===== src/rtl/load_store_unit.sv =====
// Load/store unit: converts byte/half/word CPU accesses into whole-word data
// memory accesses. Sub-word stores are done as a two-cycle read-modify-write.
//
// state | meaning
// ------+-------------------------------------------------------------
// IDLE  | accept requests; loads and word stores finish this cycle
// MERGE | write back the merged word captured in the previous cycle
module load_store_unit (
    input  logic        clk,
    input  logic        rst_n,
    input  logic        Mem_Read,
    input  logic        Mem_Write,
    input  logic [1:0]  Size,
    input  logic        Unsigned,
    input  logic [31:0] Address,
    input  logic [31:0] Store_Data,
    output logic [31:0] Load_Data,
    output logic        Stall,
    output logic        Fault,
    output logic        Fault_Valid,
    output logic [31:0] Fault_Addr,
    input  logic        Fault_Clear,
    output logic [31:0] Dmem_Address,
    output logic [31:0] Dmem_Write_Data,
    output logic        Dmem_Read_Enable,
    output logic        Dmem_Write_Enable,
    input  logic [31:0] Dmem_Read_Data
);

    typedef enum logic {
        IDLE  = 1'b0,
        MERGE = 1'b1
    } state_t;

    state_t      state_q;
    state_t      state_d;
    logic [31:0] merge_addr_q;
    logic [31:0] merge_data_q;
    logic [31:0] merged_word;
    logic [31:0] load_ext;
    logic [7:0]  byte_lane;
    logic [15:0] half_lane;
    logic        access_bad;

    // Size 11 is never legal; halves need bit 0 clear, words need both low bits clear.
    assign access_bad = (Size == 2'b11) ||
                        ((Size == 2'b01) && Address[0]) ||
                        ((Size == 2'b10) && (Address[1:0] != 2'b00));

    assign byte_lane = Dmem_Read_Data[{Address[1:0], 3'b000} +: 8];
    assign half_lane = Dmem_Read_Data[{Address[1], 4'b0000} +: 16];

    // Extend the selected lane of the memory word to a 32-bit load result.
    always_comb begin
        load_ext = Dmem_Read_Data;
        case (Size)
            2'b00:   load_ext = Unsigned ? {24'h0, byte_lane}
                                         : {{24{byte_lane[7]}}, byte_lane};
            2'b01:   load_ext = Unsigned ? {16'h0, half_lane}
                                         : {{16{half_lane[15]}}, half_lane};
            default: load_ext = Dmem_Read_Data;
        endcase
    end

    // Replace the addressed lane of the current memory word with the store data.
    always_comb begin
        merged_word = Dmem_Read_Data;
        case (Size)
            2'b00:   merged_word[{Address[1:0], 3'b000} +: 8]  = Store_Data[7:0];
            2'b01:   merged_word[{Address[1], 4'b0000} +: 16]  = Store_Data[15:0];
            default: merged_word = Dmem_Read_Data;
        endcase
    end

    // Next-state and memory/pipeline outputs; everything is quiet while in reset.
    always_comb begin
        state_d           = state_q;
        Stall             = 1'b0;
        Fault             = 1'b0;
        Dmem_Read_Enable  = 1'b0;
        Dmem_Write_Enable = 1'b0;
        Dmem_Address      = {Address[31:2], 2'b00};
        Dmem_Write_Data   = Store_Data;
        Load_Data         = 32'h0;
        if (!rst_n) begin
            state_d = IDLE;
        end else begin
            case (state_q)
                IDLE: begin
                    if (Mem_Read || Mem_Write) begin
                        if (access_bad) begin
                            Fault = 1'b1;
                        end else if (Mem_Write) begin
                            if (Size == 2'b10) begin
                                Dmem_Write_Enable = 1'b1;
                            end else begin
                                Stall            = 1'b1;
                                Dmem_Read_Enable = 1'b1;
                                state_d          = MERGE;
                            end
                        end else begin
                            Dmem_Read_Enable = 1'b1;
                            Load_Data        = load_ext;
                        end
                    end
                end
                MERGE: begin
                    // The held request is served by this write; inputs are ignored.
                    Dmem_Address      = merge_addr_q;
                    Dmem_Write_Data   = merge_data_q;
                    Dmem_Write_Enable = 1'b1;
                    state_d           = IDLE;
                end
                default: state_d = IDLE;
            endcase
        end
    end

    // State, merge capture and sticky fault registers.
    always_ff @(posedge clk) begin
        if (!rst_n) begin
            state_q      <= IDLE;
            merge_addr_q <= 32'h0;
            merge_data_q <= 32'h0;
            Fault_Valid  <= 1'b0;
            Fault_Addr   <= 32'h0;
        end else begin
            state_q <= state_d;
            if (Stall) begin
                merge_addr_q <= {Address[31:2], 2'b00};
                merge_data_q <= merged_word;
            end
            if (Fault_Clear) begin
                Fault_Valid <= 1'b0;
            end else if (Fault && !Fault_Valid) begin
                Fault_Valid <= 1'b1;
                Fault_Addr  <= Address;
            end
        end
    end

endmodule


===== config.mk =====
export PLATFORM = sky130hd
export DESIGN_NAME = load_store_unit
export DESIGN_NICKNAME = d
export VERILOG_FILES = /design/src/rtl/load_store_unit.sv
export SDC_FILE = /design/constraint.sdc
export NUM_CORES = 1
export LEC_CHECK = 0
export CAP_MARGIN = 20
export CORE_MARGIN = 1
export CORE_UTILIZATION = 43
export CTS_CLUSTER_SIZE = 28
export DETAILED_ROUTE_END_ITERATION = 8
export GPL_TIMING_DRIVEN = 0
export PLACE_DENSITY = 0.82
export REMOVE_ABC_BUFFERS = 1
export SYNTH_ARGS = -nofsm -noshare
export SYNTH_HDL_FRONTEND = slang
export SYNTH_SLANG_ARGS = --single-unit

===== constraint.sdc =====
create_clock -name clk -period 3.5 [get_ports clk]
set_input_delay 0.525 -clock clk [delete_from_list [all_inputs] [get_ports clk]]
set_output_delay 0.525 -clock clk [all_outputs]
set_load 0.005 [all_outputs]

==> key figures <==
Timing
  • Max-slew violations: 0
  • Max Clock Skew: about 0.011 ns
  • Slew HR: 0.332
  • Peak Freq: 294 MHz
  • Post-layout min period: 3.40 ns
  • Setup violations, final: 0
  • Setup TNS: 0 ns
  • Final hold slack: 0.450 ns
  • Final hold vios: 0
  • RSZ-0062 raised after global routing: false
  • Worst Tran Pin Value: roughly 1.0 ns
  • Period utilization: 0.971

Power
  • Seq pwr share: 0.416
  • Int Power: 2.07 mW
  • Combinational share of power: 0.219
  • Sw frac: 0.260
  • Clock Power Share: 0.364
  • Sw Pwr: 0.729 mW
  • Power density over the cells: between 300 and 400 nW/µm²
  • Peak supply drop: 0.180 mV
  • Leakage: 3.09 nW

Clock network
  • Hold Buf Count CTS: 0
  • CTS tree: done
  • Clock Root Buffer: clkbuf_16
  • CTS max path bufs: 2
  • Later-pin clock latency in the skew report: 0.35 ns
  • H-tree depth: 3
  • CTS Buf Count: 9
  • Clk sinks: 96
  • Clock slew at reported path FFs: 0.06 ns

Global routing
  • Largest net degree at the start of global routing: 102
  • GRT Total Usage: 0.291
  • GR Layer Usage met2: 0.485
  • Met3 GRT Util: 0.0882
  • M1 GR Usage: 0.341
  • GRT busiest layer: met2
  • Initial antenna violation count: 0
  • First-pass GRT wire length: 29200 µm
  • Number of global-route vias before repair: roughly 5600
  • Overflow after GRT: 0

Layout
  • Antenna Cells: 0
  • Share of cells above drive strength 1: 0.142
  • Layout area overhead: 52.7%
  • Final core utilization: 0.678
  • Fin nets: around 970

Floorplanning
  • Starting Density: 0.444
  • Row Count: 40
  • Die Span Y: approximately 110 µm
  • Die Footprint: 12900 µm²
  • Num ports: 237
  • DIE WIDTH: 114 µm
  • Area of the core: 12100 µm²

Drt
  • Drt pass-1 iters: 5
  • DRC: 0
  • Routed WL: 19000 µm
  • WL per Instance: 18.3 µm
  • Iter 0 DRT Violations: a little under 400
  • Via/cell ratio: 5.63
  • Vias after detailed routing: between 5000 and 6000
  • Antenna viol nets, final: 0

Run
  • Max Cap Violations: 0

Worst setup path
  • CP Class: input port to output pin
  • CP Data Arrival Time: 2.87 ns
  • CP Capture Type: output pin
  • CP Launch Type: input port
  • Crit-path max FO: 25
  • Critical Path RT: 2.97 ns

Placed design
  • I/O Buffers: 234
  • RD Place Congestion: 0.879
  • Dpl hpwl: 13100 µm

Yosys
  • Syn Area/Cell: 8.12 µm²
  • Async set-reset flop share out of synthesis: 0
  • XOR/XNOR Fraction of Synth Area: 0
  • #FFs+latches synth: 96
  • Ys flop type: dfxtp_1
  • Warnings from Yosys: 0
  • Syn Inst Count: 660
  • Post-synth EDFFs: 0
  • Largest family of logic cells by synthesized area: compound AO/OA/AOI/OAI gates
  • Sequential fraction of the synthesis area: 0.359
  • Simple-gate share of the synthesized area: 0.151
  • Synth cell types: 47
  • Post-synthesis adder-cell area fraction: 0.0117
  • Synth Area in Compound Gates: 0.263
  • Mux cell area share after synthesis: 0.149
  • Synthesized cell area: 5360 µm²

Min path
  • Worst Hold Class: register to register

Run status
  • Status: complete, no violations
power groups by stage:
stage	clock network (mW)	registers, mW	logic, mW
after floorplan	0	1.19	0.210
after global placement	0	1.19	0.584
after detailed placement	0	1.19	0.600
after CTS	1.04	1.17	0.608
after global routing	1.09	1.17	0.656
final	1.02	1.17	0.614
through the flow:
| step | total power [mW] | setup WS (ns) | cells | area, µm² |
|---|---|---|---|---|
| after floorplan | 1.40 | -0.111 | 607 | 5120 |
| after global placement | 1.77 | -5.64 | 1009 | 7670 |
| after detailed placement | 1.79 | -1.34 | 1018 | 7820 |
| after CTS | 2.81 | 0.00205 | 1035 | 8170 |
| after global routing | 2.92 | 0.0323 | 1036 | 8180 |
| final | 2.80 | 0.102 | 1036 | 8180 |
final timing paths:
path	startpoint	to	slack [ns]	cells past startpoint
min reg2reg	merge_addr_q[9]	merge_addr_q[9]	0.45	2
max reg2reg	Fault_Valid	Fault_Addr[10]	1.19	7
max	Address[1]	Load_Data[21]	0.10	8
min	merge_addr_q[9]	merge_addr_q[9]	0.45	2
area by class of cell:
type | count | area, µm²
clock buffer | 11 | 253
clock inverter | 4 | 53.8
tap | 168 | 210
fill | 972 | 3880
timing repair buffer | 245 | 2490
inverter | 30 | 113
sequential | 96 | 1920
multi-input combinational | 482 | 3140
per-layer routing:
layer  vias to the layer above  routed length, µm
met3                        56               1690
met4                         0                759
li1                       2743                  -
met5                         -                  0
met2                       315               8980
met1                      2722               7550
synth_stat cells (all sizes together) (2+ instances only):
cell type  instances  area share
nor2              26       0.018
inv               29       0.020
a21boi            31       0.043
buf               27       0.027
a31oi              8      0.0093
and3               4      0.0047
a221oi            38       0.062
nand2            144        0.10
mux2              71        0.15
nor2b              5      0.0058
nor3b              3      0.0051
o21ai             75       0.072
o221a              7       0.015
nand3              2      0.0019
o31ai              2      0.0028
nand2b             4      0.0047
dfxtp             96        0.36
a22oi              2      0.0028
ha                 5       0.012
a21oi             36       0.036
clkbuf            27       0.019
logic make-up after synthesis:
logic type               Yosys count
other                              1
AND/OR/NAND/NOR                  194
AO/OA/AOI/OAI                    209
buffers and inverters             84
adder cells (fa/ha/maj)            5
flip-flops                        96
multiplexers                      71
critical path: stages:
cell	delay, ns
clkbuf_4	0.26
inv_2	0.17
ha_2	0.27
nand2b_2	0.24
nand3_4	0.16
a221o_4	0.45
a21oi_1	0.23
clkdlybuf4s50_1	0.55
cells in the final DEF, fill, tap and decap left out, types with 4 or more instances in the layout:
cell               n
clkdlybuf4s50_1  229
nand2_1          143
dfxtp_1           96
mux2_2            71
o21ai_1           57
a221oi_1          38
a21oi_1           32
a21boi_1          31
inv_1             26
nor2_1            26
o21ai_0           17
clkbuf_16          9
a31oi_1            8
o221a_1            7
nor2b_1            5
a21oi_2            4
and3_1             4
ha_1               4
buf_6              4
what timing repair did:
action	CTS	global route
gates cloned	1	0
pin swaps	1	0
setup endpoints to repair	123	24
setup buffers	1	0
gates resized for setup	15	9
hold endpoints to repair	0	0
registers in the layout (all words and copies together), names as in the netlist:
register      cells
Fault_Addr       32
merge_data_q     32
merge_addr_q     30
state_q           1
Fault_Valid       1
Power figures use the tool's default switching activity.
